==> config.mk <==
export PLATFORM = sky130hd
export DESIGN_NAME = array_mul_sequencer_flat
export DESIGN_NICKNAME = d
export VERILOG_FILES = /design/src/rtl/array_mul_sequencer_if.sv /design/src/rtl/array_mul_sequencer.sv /design/src/flat_wrapper.sv
export SDC_FILE = /design/constraint.sdc
export NUM_CORES = 1
export LEC_CHECK = 0
export CORE_MARGIN = 2
export CORE_UTILIZATION = 50
export CTS_CLUSTER_DIAMETER = 150
export DETAILED_ROUTE_END_ITERATION = 8
export DONT_BUFFER_PORTS = 1
export HOLD_SLACK_MARGIN = 0.05
export PLACE_DENSITY = 0.61
export SLEW_MARGIN = 0
export SYNTH_ARGS = -nofsm -noshare
export SYNTH_HDL_FRONTEND = slang
export SYNTH_SLANG_ARGS = --single-unit
==> constraint.sdc <==
create_clock -name clk -period 3.5 [get_ports clk]
set_input_delay 0.35 -clock clk [delete_from_list [all_inputs] [get_ports clk]]
set_output_delay 0.35 -clock clk [all_outputs]
set_load 0.02 [all_outputs]
==> src/rtl/array_mul_sequencer_if.sv <==
// Operand, datapath and result signals of the array multiplier sequencer.
// The slave modport is the sequencer's view; master is the surrounding logic.
interface array_mul_sequencer_if #(
    parameter int WIDTH        = 16,
    parameter int RESULT_WIDTH = 32
);
    logic                    src_valid;
    logic                    src_ready;
    logic [WIDTH-1:0]        src_multiplier;
    logic [WIDTH-1:0]        src_multiplicand;

    logic                    dp_start_tx;
    logic                    dp_counted_15;
    logic [WIDTH-1:0]        dp_multiplier;
    logic [WIDTH-1:0]        dp_multiplicand;
    logic                    dp_get_output;
    logic [RESULT_WIDTH-1:0] dp_product;

    logic                    dst_valid;
    logic                    dst_ready;
    logic [RESULT_WIDTH-1:0] dst_product;
    logic                    dst_err;

    modport slave (
        input  src_valid, src_multiplier, src_multiplicand,
        input  dp_get_output, dp_product, dst_ready,
        output src_ready, dp_start_tx, dp_counted_15, dp_multiplier, dp_multiplicand,
        output dst_valid, dst_product, dst_err
    );

    modport master (
        output src_valid, src_multiplier, src_multiplicand,
        output dp_get_output, dp_product, dst_ready,
        input  src_ready, dp_start_tx, dp_counted_15, dp_multiplier, dp_multiplicand,
        input  dst_valid, dst_product, dst_err
    );
endinterface

==> src/rtl/array_mul_sequencer.sv <==
// Sequencer for the serial array multiplier: accepts an operand pair, steps the
// datapath WIDTH times, waits (bounded) for the product and hands it downstream.
module array_mul_sequencer #(
    parameter int WIDTH        = 16,
    parameter int RESULT_WIDTH = 32,
    parameter int TIMEOUT      = 4,
    parameter int CNT_W        = 16
) (
    input  logic                 clk,
    input  logic                 reset,
    array_mul_sequencer_if.slave bus,
    output logic                 busy,
    output logic                 seq_err,
    output logic [CNT_W-1:0]     op_count
);
    localparam int STEP_W = (WIDTH > 1) ? $clog2(WIDTH) : 1;
    localparam int TO_W   = $clog2(TIMEOUT + 1);
    localparam logic [STEP_W-1:0] LAST_STEP = STEP_W'(WIDTH - 1);
    localparam logic [TO_W-1:0]   LAST_WAIT = TO_W'(TIMEOUT - 1);

    typedef enum logic [1:0] {S_IDLE, S_RUN, S_WAIT, S_DONE} state_t;

    state_t                  state_q, state_d;
    logic [STEP_W-1:0]       step_q, step_d;
    logic [TO_W-1:0]         to_q, to_d;
    logic [WIDTH-1:0]        mult_q, mult_d;
    logic [WIDTH-1:0]        mcand_q, mcand_d;
    logic [RESULT_WIDTH-1:0] prod_q, prod_d;
    logic                    err_q, err_d;
    logic                    seq_err_q, seq_err_d;
    logic [CNT_W-1:0]        op_q, op_d;

    // NOTE: every register, including the operand and product holding registers,
    // is cleared by reset so an aborted operation leaves no stale data visible.
    always_ff @(posedge clk or posedge reset) begin
        if (reset) begin
            state_q   <= S_IDLE;
            step_q    <= '0;
            to_q      <= '0;
            mult_q    <= '0;
            mcand_q   <= '0;
            prod_q    <= '0;
            err_q     <= 1'b0;
            seq_err_q <= 1'b0;
            op_q      <= '0;
        end else begin
            // NOTE: non-blocking assignments so every register samples the pre-edge state.
            state_q   <= state_d;
            step_q    <= step_d;
            to_q      <= to_d;
            mult_q    <= mult_d;
            mcand_q   <= mcand_d;
            prod_q    <= prod_d;
            err_q     <= err_d;
            seq_err_q <= seq_err_d;
            op_q      <= op_d;
        end
    end

    // NOTE: all next-state values take their hold value first, so no path infers a latch.
    always_comb begin
        state_d   = state_q;
        step_d    = step_q;
        to_d      = to_q;
        mult_d    = mult_q;
        mcand_d   = mcand_q;
        prod_d    = prod_q;
        err_d     = err_q;
        op_d      = op_q;
        seq_err_d = seq_err_q | (bus.dp_get_output && (state_q != S_WAIT));

        unique case (state_q)
            S_IDLE: begin
                if (bus.src_valid) begin
                    mult_d  = bus.src_multiplier;
                    mcand_d = bus.src_multiplicand;
                    step_d  = '0;
                    state_d = S_RUN;
                end
            end
            S_RUN: begin
                step_d = step_q + STEP_W'(1);
                if (step_q == LAST_STEP) begin
                    to_d    = '0;
                    state_d = S_WAIT;
                end
            end
            S_WAIT: begin
                // A product arriving in the last allowed cycle still wins over the timeout.
                if (bus.dp_get_output) begin
                    prod_d  = bus.dp_product;
                    err_d   = 1'b0;
                    state_d = S_DONE;
                end else if (to_q == LAST_WAIT) begin
                    prod_d  = '0;
                    err_d   = 1'b1;
                    state_d = S_DONE;
                end else begin
                    to_d = to_q + TO_W'(1);
                end
            end
            S_DONE: begin
                if (bus.dst_ready) begin
                    op_d    = op_q + CNT_W'(1);
                    state_d = S_IDLE;
                end
            end
            default: state_d = S_IDLE;
        endcase
    end

    assign bus.src_ready       = (state_q == S_IDLE);
    assign bus.dp_start_tx     = (state_q == S_RUN);
    assign bus.dp_counted_15   = (state_q == S_RUN) && (step_q == LAST_STEP);
    assign bus.dp_multiplier   = mult_q;
    assign bus.dp_multiplicand = mcand_q;
    assign bus.dst_valid       = (state_q == S_DONE);
    assign bus.dst_product     = prod_q;
    assign bus.dst_err         = err_q;
    assign busy                = (state_q != S_IDLE);
    assign seq_err             = seq_err_q;
    assign op_count            = op_q;
endmodule

==> src/flat_wrapper.sv <==
// flat-port wrapper written by rule: the top's interface ports become plain ports
module array_mul_sequencer_flat 
#(
    parameter int WIDTH        = 16,
    parameter int RESULT_WIDTH = 32,
    parameter int TIMEOUT      = 4,
    parameter int CNT_W        = 16
)
  (clk, reset, busy, seq_err, op_count, bus_src_valid, bus_src_multiplier, bus_src_multiplicand, bus_dp_get_output, bus_dp_product, bus_dst_ready, bus_src_ready, bus_dp_start_tx, bus_dp_counted_15, bus_dp_multiplier, bus_dp_multiplicand, bus_dst_valid, bus_dst_product, bus_dst_err);
  array_mul_sequencer_if #(.WIDTH(WIDTH), .RESULT_WIDTH(RESULT_WIDTH)) bus_i ();
  input  logic clk;
  input  logic reset;
  output logic busy;
  output logic seq_err;
  output logic [CNT_W-1:0] op_count;
  input wire logic [$bits(bus_i.src_valid)-1:0] bus_src_valid;
  input wire logic [$bits(bus_i.src_multiplier)-1:0] bus_src_multiplier;
  input wire logic [$bits(bus_i.src_multiplicand)-1:0] bus_src_multiplicand;
  input wire logic [$bits(bus_i.dp_get_output)-1:0] bus_dp_get_output;
  input wire logic [$bits(bus_i.dp_product)-1:0] bus_dp_product;
  input wire logic [$bits(bus_i.dst_ready)-1:0] bus_dst_ready;
  output wire logic [$bits(bus_i.src_ready)-1:0] bus_src_ready;
  output wire logic [$bits(bus_i.dp_start_tx)-1:0] bus_dp_start_tx;
  output wire logic [$bits(bus_i.dp_counted_15)-1:0] bus_dp_counted_15;
  output wire logic [$bits(bus_i.dp_multiplier)-1:0] bus_dp_multiplier;
  output wire logic [$bits(bus_i.dp_multiplicand)-1:0] bus_dp_multiplicand;
  output wire logic [$bits(bus_i.dst_valid)-1:0] bus_dst_valid;
  output wire logic [$bits(bus_i.dst_product)-1:0] bus_dst_product;
  output wire logic [$bits(bus_i.dst_err)-1:0] bus_dst_err;
  assign bus_i.src_valid = bus_src_valid;
  assign bus_i.src_multiplier = bus_src_multiplier;
  assign bus_i.src_multiplicand = bus_src_multiplicand;
  assign bus_i.dp_get_output = bus_dp_get_output;
  assign bus_i.dp_product = bus_dp_product;
  assign bus_i.dst_ready = bus_dst_ready;
  assign bus_src_ready = bus_i.src_ready;
  assign bus_dp_start_tx = bus_i.dp_start_tx;
  assign bus_dp_counted_15 = bus_i.dp_counted_15;
  assign bus_dp_multiplier = bus_i.dp_multiplier;
  assign bus_dp_multiplicand = bus_i.dp_multiplicand;
  assign bus_dst_valid = bus_i.dst_valid;
  assign bus_dst_product = bus_i.dst_product;
  assign bus_dst_err = bus_i.dst_err;
  array_mul_sequencer #(.WIDTH(WIDTH), .RESULT_WIDTH(RESULT_WIDTH), .TIMEOUT(TIMEOUT), .CNT_W(CNT_W)) u_core (.clk(clk), .reset(reset), .bus(bus_i), .busy(busy), .seq_err(seq_err), .op_count(op_count));
endmodule
==> results of run 1 <==
-- per-stage QoR --
step | instance area [sq um] | util, % | total power, mW | setup slack (ns)
floorplan | 3640 | - | 2.99 | 0.786
global placement | 3760 | 52.7 | 3.19 | 1.71
detailed placement | 3760 | 52.7 | 3.21 | 1.67
CTS | 3960 | 55.4 | 3.92 | 1.29
global route | 3960 | 55.4 | 4.13 | 1.17
finish | 3960 | 55.4 | 3.87 | 1.32
-- area by class of cell --
class / instances / area [sq um] / area share, %
Clock buffer: 11 / 141 / 3.57
Multi-Input combinational cell: 151 / 1290 / 32.6
Clock inverter: 4 / 51.3 / 1.30
Timing Repair Buffer: 4 / 42.5 / 1.08
Inverter: 8 / 31.3 / 0.791
Sequential cell: 91 / 2280 / 57.6
Tap cell: 99 / 124 / 3.13
-- worst register-to-register path: stages (launching register included) --
cell and delay [ns]:
dfrtp_1 0.38, inv_1 0.10, ha_1 0.35, nand2b_2 0.17, o21ai_0 0.11, nor3b_2 0.25, mux2_2 0.35
-- registers in the layout, summed over array words and instances, names as in the netlist --
signal / flops
u_core.op_count: 16
u_core.step_q: 4
u_core.bus.dp_multiplier: 16
u_core.bus.dp_multiplicand: 16
u_core.bus.dst_err: 1
u_core.state_q: 2
u_core.to_q: 3
u_core.bus.dst_product: 32
u_core.seq_err: 1
-- power by group through the flow --
stage	Sequential, mW	Combinational [mW]	Clock, mW
6_report	2.27	0.912	0.693
4_1_cts	2.28	0.927	0.718
5_1_grt	2.34	1.03	0.766
3_5_place_dp	2.29	0.920	0
2_1_floorplan	2.20	0.791	0
3_3_place_gp	2.29	0.893	0
-- layout by cell type (no fill, tap or decap), types with 2 or more instances in the layout --
master,count
nor2_1,7
nand2_1,14
buf_4,3
inv_1,7
mux2_2,34
o21ai_0,6
and3_1,3
nand4_1,4
nor3b_2,2
a32o_1,2
xnor2_1,10
clkbuf_8,10
nand3_1,4
and4_1,2
xor2_1,5
dfrtp_1,91
ha_1,9
mux2i_1,2
clkinv_2,2
a22o_1,33
-- per-layer routing --
layer | vias up | GRT usage, % | wire length, microns
li1 | 939 | - | -
met1 | 1030 | 20.5 | 2660
met2 | 99 | 25.8 | 3180
met3 | 10 | 5.08 | 607
met4 | 0 | 8.01 | 116
met5 | - | 0 | 0
-- cell families after synthesis --
family                     count (synthesis)
muxes                                     36
xor gates and xnor gates                  15
buffers and inverters                     19
AOI/OAI and AO/OA                         46
and+or+nand+nor                           45
DFF                                       91
adders and majority gates                  9
-- worst max-delay path by stage --
stage                                  from                            end
final                     u_core.state_q[1]              bus_dp_counted_15
after global routing      u_core.state_q[1]              bus_dp_counted_15
after CTS                 u_core.state_q[1]              bus_dp_counted_15
after detailed placement  u_core.state_q[1]              bus_dp_counted_15
after global placement    u_core.state_q[1]              bus_dp_counted_15
after floorplan                       reset  u_core.bus.dp_multiplicand[0]
==> flow_summary.yaml, run 1 <==
synthesis:
  synthSimpleGateAreaFrac_pct: 7.18
  syn_area_sq_um: 3640
  synthCells: 261
  synth_xor_area_share_pct: 3.61
  synthFlopType: "dfrtp_1"
  syn_area_per_cell_sq_um: 14.0
  netlist_top_cells_area: "dfrtp_1 (63%), mux2_2 (11%), a22o_1 (7.9%), ha_1 (3.1%), xnor2_1 (2.4%)"
  synth_top_family_by_area: "multiplexers"
  seq_area_frac_synth_pct: 62.5
  synth.top_cells.by_count: "dfrtp_1 (91), mux2_2 (34), a22o_1 (33)"
  synth_area_leader_cell: "dfrtp_1"
  yosys_warnings: 0
  synth_fp_nets: 339
  synth_compound_area_share_pct: 10.3
  ys_seq_elements: 91
  synth_edf_count: 0
  muxShareOfSynthArea_pct: 11.1
  synth_fa_ha_area_share_pct: 3.09
  synthArstFlopShare_pct: 100
  yosysUniqueCellTypes: 33
  synth.most_common_cell: "dfrtp_1"
  synth_top_area_share_pct: 62.5
grt:
  grt-ovfl-total: 0
  grt_pass1_wl_microns: 9800
  grt.total_usage_pct: 16.4
  grt_pass1_vias: 1979
  antenna_found_initial: 0
  grt_max_degree: 57
die:
  die_w_microns: 89.4
  rows: 31
  fp.dieH_microns: 89.4
  core_sq_um: 7140
  initial_core_util_pct: 51.1
  io_pins: 156
  die-area_sq_um: 7990
power:
  p_comb_share_pct: 23.6
  pwr-share-clk_pct: 17.9
  vdd_drop_max_v: 0.000486
  p_leak_nw: 1.83
  power_frac_seq_pct: 58.5
  power_density_nw_per_um2: 979
  p_sw_mw: 1.56
  p_sw_share_pct: 40.4
  p_int_mw: 2.31
detailed_routing:
  drt-total-wl_microns: 6560
  dr.pass1.iters: 4
  wl_per_cell_microns: 17.8
  vias_per_cell: 5.65
  antenna_left: 0
  dr_total_vias: 2078
  drt-initial-drc-count: 66
  drc: 0
worst_setup_path:
  max_stage_delay_ns: 0.49
  critPathLaunchType: "flip-flop"
  worstReg2RegEnd: "u_core.state_q[1]"
  crit_slowest_cell: "ha_1"
  crit_fanout: 11
  cp.arrival_ns: 1.83
  critPathKind: "flip-flop to output port"
  cp_cell_sequence: "inv_1 > ha_1 > inv_1 > nor2_1"
  setup.worst_path.end_class: "output port"
  crit_buf_inv: 2
  ff2ff_path_depth: 6
  crit_top_cell: "inv_1"
  worstReg2RegStart: "u_core.state_q[0]"
  worst-r2r-setup-slack_ns: 1.68
  cp.required_ns: 3.15
  crit_cells: 4
  crit_family: "adder cells"
timing:
  tightestPinTransition_ns: 0.959
  hold_slack_ns: 0.0718
  setup_viol: 0
  grt_setup_unrepaired: "false"
  relSlewSlack_pct: 36.0
  period_needed_ns: 2.18
  fmax_mhz: 459
  fin_skew_ns: 0.00668
  hold_viol_final: 0
  timing.final.crit_share_pct: 62.3
  tns_ns: 0
  slew_violations: 0
clocking:
  clock_latency_ns: 0.35
  cts_sinks: 91
  cts_resized: 0
  cts_max_level: 3
  post_cts_buffers: 0
  numCtsBuffers: 9
  clockRootBuffer: "clkbuf_8"
  clock_path_buffers: 2
  cts_tree: "built"
  ctsHoldBuffers: 0
  clk_pin_slew_ns: 0.09
placed_design:
  port_buffers: 0
  place.gp.congestion: 0.704
  place_inst: 353
  dp_hpwl_microns: 4560
layout:
  drive_above_1_share_pct: 23.0
  antennaDiodeCount: 0
  area_growth_pct: 8.55
  fin_nets: 343
  fillers: 620
  layout.cells.non_filler: 368
run:
  max-cap-violations: 0
hold_path:
  worstHoldPathType: "primary input to async pin"
status:
  status: "completed"
Power figures use the tool's default switching activity.
==> run 2: changes to the inputs <==
==> constraint.sdc (replaced) <==
create_clock -name clk -period 2.25 [get_ports clk]
set_input_delay 0.225 -clock clk [delete_from_list [all_inputs] [get_ports clk]]
set_output_delay 0.225 -clock clk [all_outputs]
set_load 0.02 [all_outputs]
==> run 2 against run 1 <==
Effect of this change: count of clock-buffer cells in the layout shrank 2; critical path depth unchanged; global-route usage up 2.8 points; die area stayed put; register-to-register slack got worse by 1.2 ns; utilization rose by 10 points; sequential share of layout area fell by 8.9 points; wire length is 21% higher; sequential cell count unchanged; hold slack worse by 0.0027 ns; setup slack lost 0.99 ns; critical path type unchanged; highest routed layer unchanged.
==> flow_summary.yaml, run 2 (same netlist as run 1, synthesis figures left out) <==
layout:
  fin_nets: 412
  area_growth_pct: 28.5
  final_common_cell: "dfrtp_1"
  drive_above_1_share_pct: 19.8
  final_cell_mix: "dfrtp_1 (91), dlygate4sd3_1 (66), mux2_2 (34)"
  antennaDiodeCount: 0
  largest_reg_flops: 32
  fillers: 550
  utilization_pct: 65.6
worst_setup_path:
  crit_slowest_cell: "dfrtp_1"
  cp_cell_sequence: "inv_1 > ha_1 > inv_1 > nor2_1"
  cp.arrival_ns: 1.69
  worstReg2RegStart: "u_core.state_q[1]"
  critPathLaunchType: "flip-flop"
  setup.worst_path.end_class: "output port"
  max_stage_delay_ns: 0.42
  cp.required_ns: 2.03
  critPathKind: "flip-flop to output port"
  crit_buf_inv: 2
  crit_top_cell: "inv_1"
  ff2ff_path_depth: 6
  crit_family: "flip-flops"
  crit_fanout: 11
  worst-r2r-setup-slack_ns: 0.53
  worstReg2RegEnd: "u_core.state_q[1]"
clocking:
  clock_latency_ns: 0.35
  cts_tree: "built"
  cts_resized: 0
  cts_sinks: 91
  clk_pin_slew_ns: 0.09
  numCtsBuffers: 9
  clock_path_buffers: 2
  clockRootBuffer: "clkbuf_8"
  cts_max_level: 3
timing:
  slew_violations: 0
  relSlewSlack_pct: 59.6
  timing.final.crit_share_pct: 85.1
  fmax_mhz: 522
  hold_viol_final: 0
  fin_skew_ns: 0.0102
  tightestPinTransition_ns: 0.605
  setup_viol: 0
  tns_ns: 0
  grt_setup_unrepaired: "false"
  period_needed_ns: 1.92
power:
  p_comb_share_pct: 24.2
  power_density_nw_per_um2: 1380
  p_leak_nw: 2.14
  power_frac_seq_pct: 55.0
  pwr-share-clk_pct: 20.8
  vdd_drop_max_v: 0.000840
  p_sw_mw: 2.58
  p_sw_share_pct: 39.9
  p_int_mw: 3.89
run:
  max-cap-violations: 0
die:
  initial_core_util_pct: 51.1
  io_pins: 156
  rows: 31
  core_sq_um: 7140
  die_w_microns: 89.4
  die-area_sq_um: 7990
  fp.dieH_microns: 89.4
grt:
  grt-ovfl-total: 0
  grt_pass1_wl_microns: 11600
  grt_max_degree: 48
  grt.total_usage_pct: 19.2
  grt_pass1_vias: 2413
  antenna_found_initial: 0
detailed_routing:
  antenna_left: 0
  drc: 0
  wl_per_cell_microns: 18.1
  drt-total-wl_microns: 7920
  vias_per_cell: 5.41
  dr.pass1.iters: 4
  dr_total_vias: 2369
  drt-initial-drc-count: 108
placed_design:
  port_buffers: 0
  dp_hpwl_microns: 4640
  place.gp.congestion: 0.735
hold_path:
  worstHoldPathType: "primary input to flip-flop"
  worstHoldEndpoint: "u_core.op_count[0]"
  holdPathStages: 2
  worstHoldStart: "bus_dst_ready"
status:
  status: "completed"
run 2: cell count changes in the layout (fill, tap and decap cells not counted), sizes merged:
| cell | before | now |
|---|---|---|
| buf | 4 | 7 |
| bufinv | 1 | 3 |
| clkbuf | 11 | 9 |
| clkinv | 3 | 1 |
| clkinvlp | 1 | 2 |
| dlygate4sd3 | 0 | 66 |
| inv | 7 | 9 |
run 2: metal layers:
metal | routed length, microns | part of all wire (%) | global-route usage (%)
met5 | 0 | 0 | 0
met4 | 182 | 2.3 | 9.09
met3 | 605 | 7.6 | 4.89
met1 | 3170 | 40 | 23.9
met2 | 3970 | 50 | 31.4
run 2: area by class of cell:
cell class	instances	area [sq um]	share of cell area (%)
well taps	99	124	2.65
inverters	8	33.8	0.722
clock buffers	9	124	2.65
flip-flops and latches	91	2280	48.6
multi-input cells	151	1290	27.5
clock inverters	7	123	2.62
repair buffers	73	713	15.2
run 2: power groups by stage:
stage / clock (mW) / combinational, mW / sequential [mW]
after floorplan: 0 / 1.23 / 3.42
after global placement: 0 / 1.41 / 3.56
after detailed placement: 0 / 1.46 / 3.57
after CTS: 1.38 / 1.56 / 3.54
after global routing: 1.45 / 1.73 / 3.64
final: 1.35 / 1.56 / 3.56
run 2: what timing repair did:
| item | 4_1_cts | 5_1_grt |
|---|---|---|
| hold endpoints to repair | 137 | 0 |
| endpoints found under the setup margin | 0 | 0 |
| hold buffers | 66 | 0 |
| setup buffers | 0 | 0 |
run 2: worst max-delay path by stage:
stage | from | cells past startpoint | slack [ns] | endpoint
6_report | u_core.state_q[1] | 4 | 0.33 | bus_dp_counted_15
5_1_grt | u_core.state_q[1] | 4 | 0.16 | bus_dp_counted_15
4_1_cts | u_core.state_q[1] | 4 | 0.31 | bus_dp_counted_15
3_5_place_dp | u_core.state_q[0] | 6 | 0.53 | u_core.state_q[1]
3_3_place_gp | u_core.state_q[1] | 5 | 0.60 | u_core.op_count[15]
2_1_floorplan | u_core.state_q[0] | 6 | 0.54 | u_core.state_q[1]
run 2: stage by stage:
step,setup WS (ns),instance area (sq um),hold WS [ns],total power [mW],cells
after global routing,0.160,4680,0.0716,6.83,438
after global placement,0.600,3770,0.00756,4.97,356
final,0.334,4680,0.0691,6.47,438
after CTS,0.313,4680,0.0579,6.49,438
after floorplan,0.543,3650,0.342,4.65,261
after detailed placement,0.532,3770,0.00778,5.03,356
==> run 3: changes to the inputs <==
--- a/config.mk
+++ b/config.mk
@@ -7,11 +7,11 @@
 export LEC_CHECK = 0
 export CORE_MARGIN = 2
 export CORE_UTILIZATION = 50
+export CTS_BUF_LIST = sky130_fd_sc_hd__clkbuf_8
 export CTS_CLUSTER_DIAMETER = 150
 export DETAILED_ROUTE_END_ITERATION = 8
 export DONT_BUFFER_PORTS = 1
 export HOLD_SLACK_MARGIN = 0.05
-export PLACE_DENSITY = 0.61
 export SLEW_MARGIN = 0
 export SYNTH_ARGS = -nofsm -noshare
 export SYNTH_HDL_FRONTEND = slang
==> run 3 against run 2 <==
Effect of this change: fmax shrank 5.1%; die area stayed put; critical path depth up 1; via count shrank 0.63%; count of clock-buffer cells in the layout rose by 1; wire length shrank 1.4%; critical endpoint unchanged; register-to-register slack got worse by 0.14 ns; total power is 3.6% lower; utilization fell by 0.33 points; hold slack improved by 0.026 ns.
==> flow_summary.yaml, run 3 (same netlist as run 1, synthesis figures left out) <==
detailed_routing:
  dr.pass1.iters: 4
  antenna_left: 0
  dr_wl_met2_microns: 3840
  wl_per_cell_microns: 17.8
  drt-initial-drc-count: 102
  top_layer: "met4"
  met3_length_microns: 574
  drc: 0
  dr_total_vias: 2354
  drt-total-wl_microns: 7810
  vias_per_cell: 5.37
  wl_met1_microns: 3210
layout:
  area_growth_pct: 27.9
  layout.cells.non_filler: 438
  final_cell_mix: "dfrtp_1 (91), dlygate4sd3_1 (67), mux2_2 (34)"
  final_common_cell: "dfrtp_1"
  fin_nets: 413
  antennaDiodeCount: 0
  largest_reg_flops: 32
  drive_above_1_share_pct: 19.5
grt:
  grt_max_degree: 56
  antenna_found_initial: 0
  grt_pass1_vias: 2316
  grt.total_usage_pct: 19.3
  grt_pass1_wl_microns: 11600
  grt-ovfl-total: 0
placed_design:
  port_buffers: 0
  place_inst: 356
  place.gp.congestion: 0.718
  dp_slack_ns: 0.392
  dp_hpwl_microns: 4500
timing:
  fin_ws_ns: 0.231
  setup_viol: 0
  hold_viol_final: 0
  fin_skew_ns: 0.00821
  period_needed_ns: 2.02
  relSlewSlack_pct: 53.4
  tns_ns: 0
  tightestPinTransition_ns: 0.698
  timing.final.crit_share_pct: 89.7
  grt_setup_unrepaired: "false"
  fmax_mhz: 495
  slew_violations: 0
run:
  max-cap-violations: 0
clocking:
  clk_pin_slew_ns: 0.08
  post_cts_buffers: 0
  cts_resized: 0
  clockRootBuffer: "clkbuf_8"
  cts_tree: "built"
  numCtsBuffers: 9
  cts_max_level: 3
  ctsHoldBuffers: 67
  clock_latency_ns: 0.35
  clock_path_buffers: 2
  cts_sinks: 91
status:
  status: "completed"
power:
  p_comb_share_pct: 25.2
  power_density_nw_per_um2: 1340
  p_sw_share_pct: 40.7
  vdd_drop_max_v: 0.000669
  total_power_mw: 6.24
  p_sw_mw: 2.54
  p_int_mw: 3.70
  pwr-share-clk_pct: 17.9
  power_frac_seq_pct: 56.9
  p_leak_nw: 2.12
worst_setup_path:
  cp.required_ns: 2.03
  cp.arrival_ns: 1.79
  critPathKind: "flip-flop to output port"
  setup.worst_path.end_class: "output port"
  crit_fanout: 9
  critPathLaunchType: "flip-flop"
die:
  rows: 31
  die_w_microns: 89.4
  core_sq_um: 7140
  fp.dieH_microns: 89.4
  initial_core_util_pct: 51.1
  io_pins: 156
  die-area_sq_um: 7990
hold_path:
  worstHoldPathType: "primary input to flip-flop"
## run 3: final cells by class
cell class,instances,area [sq um]
Sequential cell,91,2280
Fill cell,561,2480
Timing Repair Buffer,74,736
Inverter,8,33.8
Clock buffer,10,138
Multi-Input combinational cell,151,1290
Tap cell,99,124
Clock inverter,5,62.6
## run 3: per-layer routing
| metal | GRT usage (%) | up-vias |
|---|---|---|
| met5 | 0 | - |
| met2 | 30.1 | 115 |
| li1 | - | 1081 |
| met1 | 25.1 | 1141 |
| met3 | 4.71 | 17 |
| met4 | 10.0 | 0 |
## run 3: final timing paths
kind,slack (ns),start,endpoint,cells past startpoint
worst max register to register,0.39,u_core.state_q[0],u_core.state_q[1],6
worst min-delay path,0.1,bus_src_valid,u_core.step_q[3],2
worst max-delay path,0.23,u_core.state_q[1],bus_dp_counted_15,5
min in group asynchronous,0.48,reset,u_core.bus.dst_product[13],3
worst min register to register,0.52,u_core.step_q[1],u_core.step_q[1],1
max in group asynchronous,1.19,reset,u_core.op_count[7],3
## run 3: power by group through the flow
| stage | logic (mW) | registers, mW | clock network, mW |
|---|---|---|---|
| 2_1_floorplan | 1.23 | 3.42 | 0 |
| 3_3_place_gp | 1.42 | 3.56 | 0 |
| 3_5_place_dp | 1.45 | 3.57 | 0 |
| 4_1_cts | 1.56 | 3.53 | 1.16 |
| 5_1_grt | 1.76 | 3.64 | 1.22 |
| 6_report | 1.57 | 3.55 | 1.12 |
## run 3: worst max-delay path, cell delays in order (launching register included)
cell and delay (ns):
dfrtp_1 0.42, inv_1 0.12, ha_1 0.33, buf_4 0.22, inv_1 0.06, nor2_1 0.31
## run 3: metrics by stage
step,hold WS (ns),util [%],area (sq um)
floorplan,0.342,-,3650
global placement,0.252,53.1,3790
detailed placement,0.259,53.1,3790
CTS,0.0749,65.3,4660
global route,0.0967,65.3,4660
finish,0.0953,65.3,4660
